<file path="config.mk">
export PLATFORM = sky130hd
export DESIGN_NAME = mem_port_arbiter
export DESIGN_NICKNAME = d
export VERILOG_FILES = /design/src/rtl/mem_port_arbiter.sv
export SDC_FILE = /design/constraint.sdc
export NUM_CORES = 1
export LEC_CHECK = 0
export CORE_UTILIZATION = 35
export DETAILED_ROUTE_END_ITERATION = 8
export PLACE_DENSITY = 0.82
export SLEW_MARGIN = 10
export SYNTH_ARGS = -nofsm -noshare
export SYNTH_HDL_FRONTEND = slang
export SYNTH_SLANG_ARGS = --single-unit
</file>
<file path="constraint.sdc">
create_clock -name clk -period 3.5 [get_ports clk]
set_clock_uncertainty 0.2 [all_clocks]
set_input_delay 0.35 -clock clk [delete_from_list [all_inputs] [get_ports clk]]
set_output_delay 0.35 -clock clk [all_outputs]
set_load 0.01 [all_outputs]
</file>
<file path="src/rtl/mem_port_arbiter.sv">
// Round-robin arbiter sharing one req/gnt/rvalid memory port between the
// instruction-fetch and load/store requesters, one transaction at a time.
module mem_port_arbiter #(
  parameter int AW = 32,
  parameter int DW = 32
) (
  input  logic          clk,
  input  logic          rst_n,
  input  logic          if_req,
  input  logic [AW-1:0] if_addr,
  output logic          if_gnt,
  output logic          if_rvalid,
  output logic [DW-1:0] if_rdata,
  input  logic          d_req,
  input  logic          d_we,
  input  logic [AW-1:0] d_addr,
  input  logic [DW-1:0] d_wdata,
  input  logic [2:0]    d_funct3,
  output logic          d_gnt,
  output logic          d_rvalid,
  output logic [DW-1:0] d_rdata,
  output logic          mem_req,
  output logic          mem_we,
  output logic [AW-1:0] mem_addr,
  output logic [DW-1:0] mem_wdata,
  output logic [2:0]    mem_funct3,
  input  logic          mem_gnt,
  input  logic          mem_rvalid,
  input  logic [DW-1:0] mem_rdata,
  output logic          busy
);

  // state | meaning
  // IDLE  | no transaction; arbitrate between pending requests
  // ISSUE | mem_req held with stable fields until mem_gnt
  // WAIT  | accepted by memory; waiting for mem_rvalid
  typedef enum logic [1:0] {IDLE, ISSUE, WAIT} state_t;

  localparam logic OWN_F = 1'b0;
  localparam logic OWN_D = 1'b1;

  state_t        state_q, state_d;
  logic          owner_q, owner_d;
  logic          last_q, last_d;
  logic          if_gnt_q, if_gnt_d, d_gnt_q, d_gnt_d;
  logic          if_rvalid_q, if_rvalid_d, d_rvalid_q, d_rvalid_d;
  logic [DW-1:0] if_rdata_q, if_rdata_d, d_rdata_q, d_rdata_d;
  logic          mem_req_q, mem_req_d, mem_we_q, mem_we_d;
  logic [AW-1:0] mem_addr_q, mem_addr_d;
  logic [DW-1:0] mem_wdata_q, mem_wdata_d;
  logic [2:0]    mem_funct3_q, mem_funct3_d;
  logic          pick;
  logic          complete;

  always_ff @(posedge clk or negedge rst_n) begin
    if (!rst_n) begin
      state_q      <= IDLE;
      owner_q      <= OWN_F;
      last_q       <= OWN_F;
      if_gnt_q     <= 1'b0;
      d_gnt_q      <= 1'b0;
      if_rvalid_q  <= 1'b0;
      d_rvalid_q   <= 1'b0;
      if_rdata_q   <= '0;
      d_rdata_q    <= '0;
      mem_req_q    <= 1'b0;
      mem_we_q     <= 1'b0;
      mem_addr_q   <= '0;
      mem_wdata_q  <= '0;
      mem_funct3_q <= 3'b000;
    end else begin
      state_q      <= state_d;
      owner_q      <= owner_d;
      last_q       <= last_d;
      if_gnt_q     <= if_gnt_d;
      d_gnt_q      <= d_gnt_d;
      if_rvalid_q  <= if_rvalid_d;
      d_rvalid_q   <= d_rvalid_d;
      if_rdata_q   <= if_rdata_d;
      d_rdata_q    <= d_rdata_d;
      mem_req_q    <= mem_req_d;
      mem_we_q     <= mem_we_d;
      mem_addr_q   <= mem_addr_d;
      mem_wdata_q  <= mem_wdata_d;
      mem_funct3_q <= mem_funct3_d;
    end
  end

  always_comb begin
    state_d      = state_q;
    owner_d      = owner_q;
    last_d       = last_q;
    if_gnt_d     = 1'b0;
    d_gnt_d      = 1'b0;
    if_rvalid_d  = 1'b0;
    d_rvalid_d   = 1'b0;
    if_rdata_d   = if_rdata_q;
    d_rdata_d    = d_rdata_q;
    mem_req_d    = mem_req_q;
    mem_we_d     = mem_we_q;
    mem_addr_d   = mem_addr_q;
    mem_wdata_d  = mem_wdata_q;
    mem_funct3_d = mem_funct3_q;
    pick         = OWN_F;
    complete     = 1'b0;

    case (state_q)
      IDLE: begin
        if (if_req || d_req) begin
          // On a tie the requester that did not own the last transaction wins.
          pick      = (if_req && d_req) ? ~last_q : d_req;
          owner_d   = pick;
          last_d    = pick;
          mem_req_d = 1'b1;
          state_d   = ISSUE;
          if (pick == OWN_D) begin
            d_gnt_d      = 1'b1;
            mem_we_d     = d_we;
            mem_addr_d   = d_addr;
            mem_wdata_d  = d_wdata;
            mem_funct3_d = d_funct3;
          end else begin
            if_gnt_d     = 1'b1;
            mem_we_d     = 1'b0;
            mem_addr_d   = if_addr;
            mem_wdata_d  = '0;
            mem_funct3_d = 3'b010;
          end
        end
      end
      ISSUE: begin
        if (mem_gnt) begin
          mem_req_d = 1'b0;
          if (mem_rvalid) complete = 1'b1;
          else            state_d  = WAIT;
        end
      end
      WAIT: begin
        if (mem_rvalid) complete = 1'b1;
      end
      default: state_d = IDLE;
    endcase

    if (complete) begin
      state_d = IDLE;
      if (owner_q == OWN_D) begin
        d_rvalid_d = 1'b1;
        d_rdata_d  = mem_rdata;
      end else begin
        if_rvalid_d = 1'b1;
        if_rdata_d  = mem_rdata;
      end
    end
  end

  assign if_gnt     = if_gnt_q;
  assign d_gnt      = d_gnt_q;
  assign if_rvalid  = if_rvalid_q;
  assign d_rvalid   = d_rvalid_q;
  assign if_rdata   = if_rdata_q;
  assign d_rdata    = d_rdata_q;
  assign mem_req    = mem_req_q;
  assign mem_we     = mem_we_q;
  assign mem_addr   = mem_addr_q;
  assign mem_wdata  = mem_wdata_q;
  assign mem_funct3 = mem_funct3_q;
  assign busy       = (state_q != IDLE);

endmodule

</file>
# Word-level counts from Yosys, hierarchy flattened
# Cells that the tools add are included.
# op_classes
bitwise_logic,1
reduce_logical,10
eq_ne,8
muxes,26
# ops
op,n
2-to-1 mux 32 bit,2
2-to-1 mux 1 bit,16
inequality test 3 bit (second input constant),3
2-to-1 mux 2 bit,4
inequality test 2 bit (second input constant),3
one-hot mux 2 bit (3 select lines),1
AND reduction 2 bit,3
one-hot mux 1 bit (2 select lines),2
AND reduction 4 bit,1
nonzero test 2 bit,2
2-to-1 mux 3 bit,1
AND reduction 3 bit,1
== test 2 x 1 -> 1 bit (second input constant),1
== test 2 bit (second input constant),1
zero test 2 bit,1
logical AND 1 bit,1
logical OR 1 bit,1
inverter 1 bit,1
# word_totals
in_bits,138
output_inout_bits,138
reg_bits,140
word_cells,58

# Depth between registers and ports, before layout
# logic_depth
ltp_word,5
ltp_mapped,6
depth_no_buf,5

# Least setup slack after synthesis
# Ideal clock, no wire load.
# synth_path
path_kind,reg2reg
start,reg state_q[0]
end,"reg d_rdata_q[0], in the netlist d_rdata[0]"
setup_time_ps,125
arrival_ps,1645
slack_ps,1530
required_ps,3175
path_stages_with_launch,7
synth_period_minus_slack_ps,1970
cell_sequence,dfrtp_1 inv_1 ha_1 nand2_1 nor3b_4 buf_6 mux2_2
# synth_via
elab_chain_len,3
word_cells_on_any_way,4
cone_classes,eq/ne (2); mux (1); reduce/logical (1)
# synth_lines
item,line,text
start: declaration,42,"state_t state_q, state_d;"
start signal: assignment,72,state_q <= state_d;
== test 2 bit / == test 2 x 1 -> 1 bit (equally long branches),107,case (state_q)
one-hot mux 1 bit (2 select lines) (*),107,
AND reduction 2 bit (no line) (*),--,
end signal: assignment,80,d_rdata_q <= d_rdata_d;
end: declaration,47,"logic [DW-1:0] if_rdata_q, if_rdata_d, d_rdata_q, d_rdata_d;"
# Every way passes the cells marked *; elsewhere a longest branch is shown, timed or not.
# A chain may end at the register's enable or synchronous reset.

# Worst setup path in the final report
# layout_path
start,reg state_q[0]
end,out busy
# layout_via
elab_chain_len,1
# layout_lines
item,line,text
nonzero test 2 bit,167,assign busy = (state_q != IDLE);
end: declaration,30,output logic busy
# Every way passes these cells.

==> impl_metrics.py <==
metrics = {
    "timing": {
        "fmax_ghz": 0.4182,
        "fin_tns_setup_ps": 0,
        "setup_violations": 0,
        "hold_viol_final": 0,
        "min_period_ps": 2391,
        "fin_ws_ps": 1109,
        "maxSlewHeadroom_pct": 29.40,
        "rsz0062_at_grt": "false",
        "post-route-period-util_pct": 68.32,
        "slew_viol_final": 0,
        "tightest_slew_ps": 1059,
    },
    "setup_path": {
        "crit_path_end_kind": "output port",
        "critical_path_class": "reg -> out",
        "r2r-end": "mem_wdata[21]",
        "critPathArrivalTime_ps": 1840,
        "worst-path-max-fanout": 5,
        "rr_worst_depth": 6,
        "start_kind": "flop",
        "cp.required_ps": 2950,
        "rrSetupSlack_ps": 1240,
        "rr_startpoint": "state_q[0]",
    },
    "cells_and_area": {
        "final_util_pct": 58.74,
        "final_cell_mix": "clkdlybuf4s50_1 (274), dfrtp_1 (140), mux2_2 (58)",
        "insertedDiodeCount": 0,
        "fin_cells": 837,
        "drive_above_1_share_pct": 15.41,
        "area_growth_pct": 64.37,
        "multi_input_area_mm2": 0.001793,
        "fillers": 1195,
        "layout_commonest_cell": "clkdlybuf4s50_1",
        "seqCellArea_mm2": 0.003503,
        "nets": 779,
    },
    "synth": {
        "netlist_area_mm2": 0.005433,
        "syn_nets": 504,
        "ys_seq_area_share_pct": 64.49,
        "yosys_warnings": 0,
        "syn_avg_cell_area_um2": 14.97,
        "postSynthCellCount": 363,
        "ys_seq_elements": 140,
        "synth_cell_types": 29,
    },
    "worst_hold_path": {
        "hold_depth": 1,
        "hp-start": "if_rdata[8]",
        "min_to": "if_rdata[8]",
        "hp-class": "reg -> reg",
    },
    "global_routing": {
        "grt_pass1_vias": 4470,
        "grt_pass1_wl_um": 23250,
        "grt_overflow": 0,
        "antenna_found_initial": 0,
        "grt.total_usage_pct": 18.94,
        "grt_max_degree": 122,
    },
    "route": {
        "viasPerCell": 5.079,
        "dr.pass1.iters": 4,
        "routed_wl_um": 14780,
        "ant_nets": 0,
        "wl_per_cell_um": 17.66,
        "drc": 0,
        "drtIter0Drc": 196,
        "vias": 4251,
    },
    "placed_design": {
        "port_buffers": 275,
        "preCtsSetupSlack_ps": 945.1,
        "hpwlAfterDp_um": 10590,
        "dp_cells": 806,
        "place.gp.congestion": 0.7690,
    },
    "clock_tree": {
        "ctsHtreeMaxLevel": 4,
        "cts.sinks": 140,
        "cts_tree": "yes",
        "clk_latency_ps": 410,
        "root_buffer": "clkbuf_16",
        "cts-resized-gates": 0,
        "clk_path_buf_depth": 2,
        "clkTransAtPathRegs_ps": 60,
        "cts-buffers-inserted": 17,
    },
    "power_and_ir_drop": {
        "ir_drop_v": 0.0004204,
        "pwr_density_cell_mw_per_mm2": 910.3,
        "p_leak_uw": 0.003912,
    },
    "floorplanning": {
        "start_util_pct": 35.74,
        "core.rowCount": 45,
        "core-area_mm2": 0.01520,
        "die_w_um": 126.6,
        "dieArea_mm2": 0.01602,
        "die_y_um": 126.6,
        "boundaryPins": 276,
    },
    "flow_run": {
        "maxCapViolCount": 0,
    },
    "outcome": {
        "status": "complete, no violations",
    },
}
through the flow:
step	power [uW]	instance area (um^2)	hold slack, ps
2_1_floorplan	4364	5433	-145.6
3_3_place_gp	6345	8362	267.9
3_5_place_dp	6474	8362	276.1
4_1_cts	8209	8930	268.2
5_1_grt	8562	8930	279.7
6_report	8129	8930	281.4
synthesized netlist by cell type (all sizes together):
cell type  number  area share, %
nor3b           1           0.35
a21oi           3           0.35
a221oi          1           0.16
a21o            1           0.14
a221o          32            5.9
o211ai          1           0.14
ha              3           0.69
a2111o          1           0.21
o21ai           4           0.37
nor3            1           0.30
dfrtp         140             64
buf            13            1.7
nor2            1          0.069
or3             1           0.12
nor2b           1           0.12
inv             5           0.35
mux2           64             13
nand2b          2           0.23
and2            2           0.23
and3           32            3.7
clkbuf         13           0.90
mux2i           2           0.37
nand2           4           0.28
a22o           35            5.6
metal layers:
metal	share of wire, %	track usage, %	vias to the layer above
met5	0	0	-
met4	2.1	7.654	0
met3	7.7	6.875	23
met2	51	31.91	203
met1	40	21.92	2096
li1	-	-	1929
cells by family (layout without fill, tap and decap cells):
family	after synthesis	after routing	share of synthesized area [%]
flops	140	140	64.49
compound gates	78	78	12.90
mux	66	66	13.63
simple gates	45	45	5.366
buf+inv	31	317	2.925
fa+ha+maj	3	3	0.6910
repair_timing:
item / 4_1_cts / 5_1_grt
setup buffers: 0 / 0
hold buffers: 1 / 0
endpoints found under the hold margin: 120 / 0
critical path, cell delays in order (launching register included):
cell,delay [ps]
dfrtp_1,360
inv_1,70
ha_1,290
inv_1,140
clkdlybuf4s50_1,570
registers in the layout, indices dropped and copies added, names as in the netlist:
| name | flops |
|---|---|
| d_gnt | 1 |
| state_q | 2 |
| mem_funct3 | 3 |
| mem_addr | 32 |
| mem_req | 1 |
| if_rvalid | 1 |
| last_q | 1 |
| d_rvalid | 1 |
| mem_wdata | 32 |
| if_rdata | 32 |
| if_gnt | 1 |
| mem_we | 1 |
| d_rdata | 32 |
layout make-up:
cell class	count	share of cell area (%)
Timing Repair Buffer	282	31.60
Clock buffer	20	5.226
Inverter	5	0.2102
Tap cell	188	2.634
Clock inverter	10	1.023
Multi-Input combinational cell	192	20.08
Sequential cell	140	39.23
worst max path at each step:
stage                     startpoint  cells past startpoint      endpoint  slack (ps)
after floorplan           state_q[0]                      6    d_rdata[0]        1530
after global placement         d_req                      4  mem_addr[24]        1040
after detailed placement       d_req                      4  mem_addr[24]         950
after CTS                 state_q[0]                      4          busy        1080
after global routing      state_q[0]                      4          busy        1020
final                     state_q[0]                      4          busy        1110
report_power, final:
group	internal (uW)	switching (uW)	leakage (uW)
clock network	1020	666	0.000262
registers	2400	468	0.00175
logic	2160	1410	0.00190
total	5580	2550	0.00391
(Power assumes the default switching activity.)
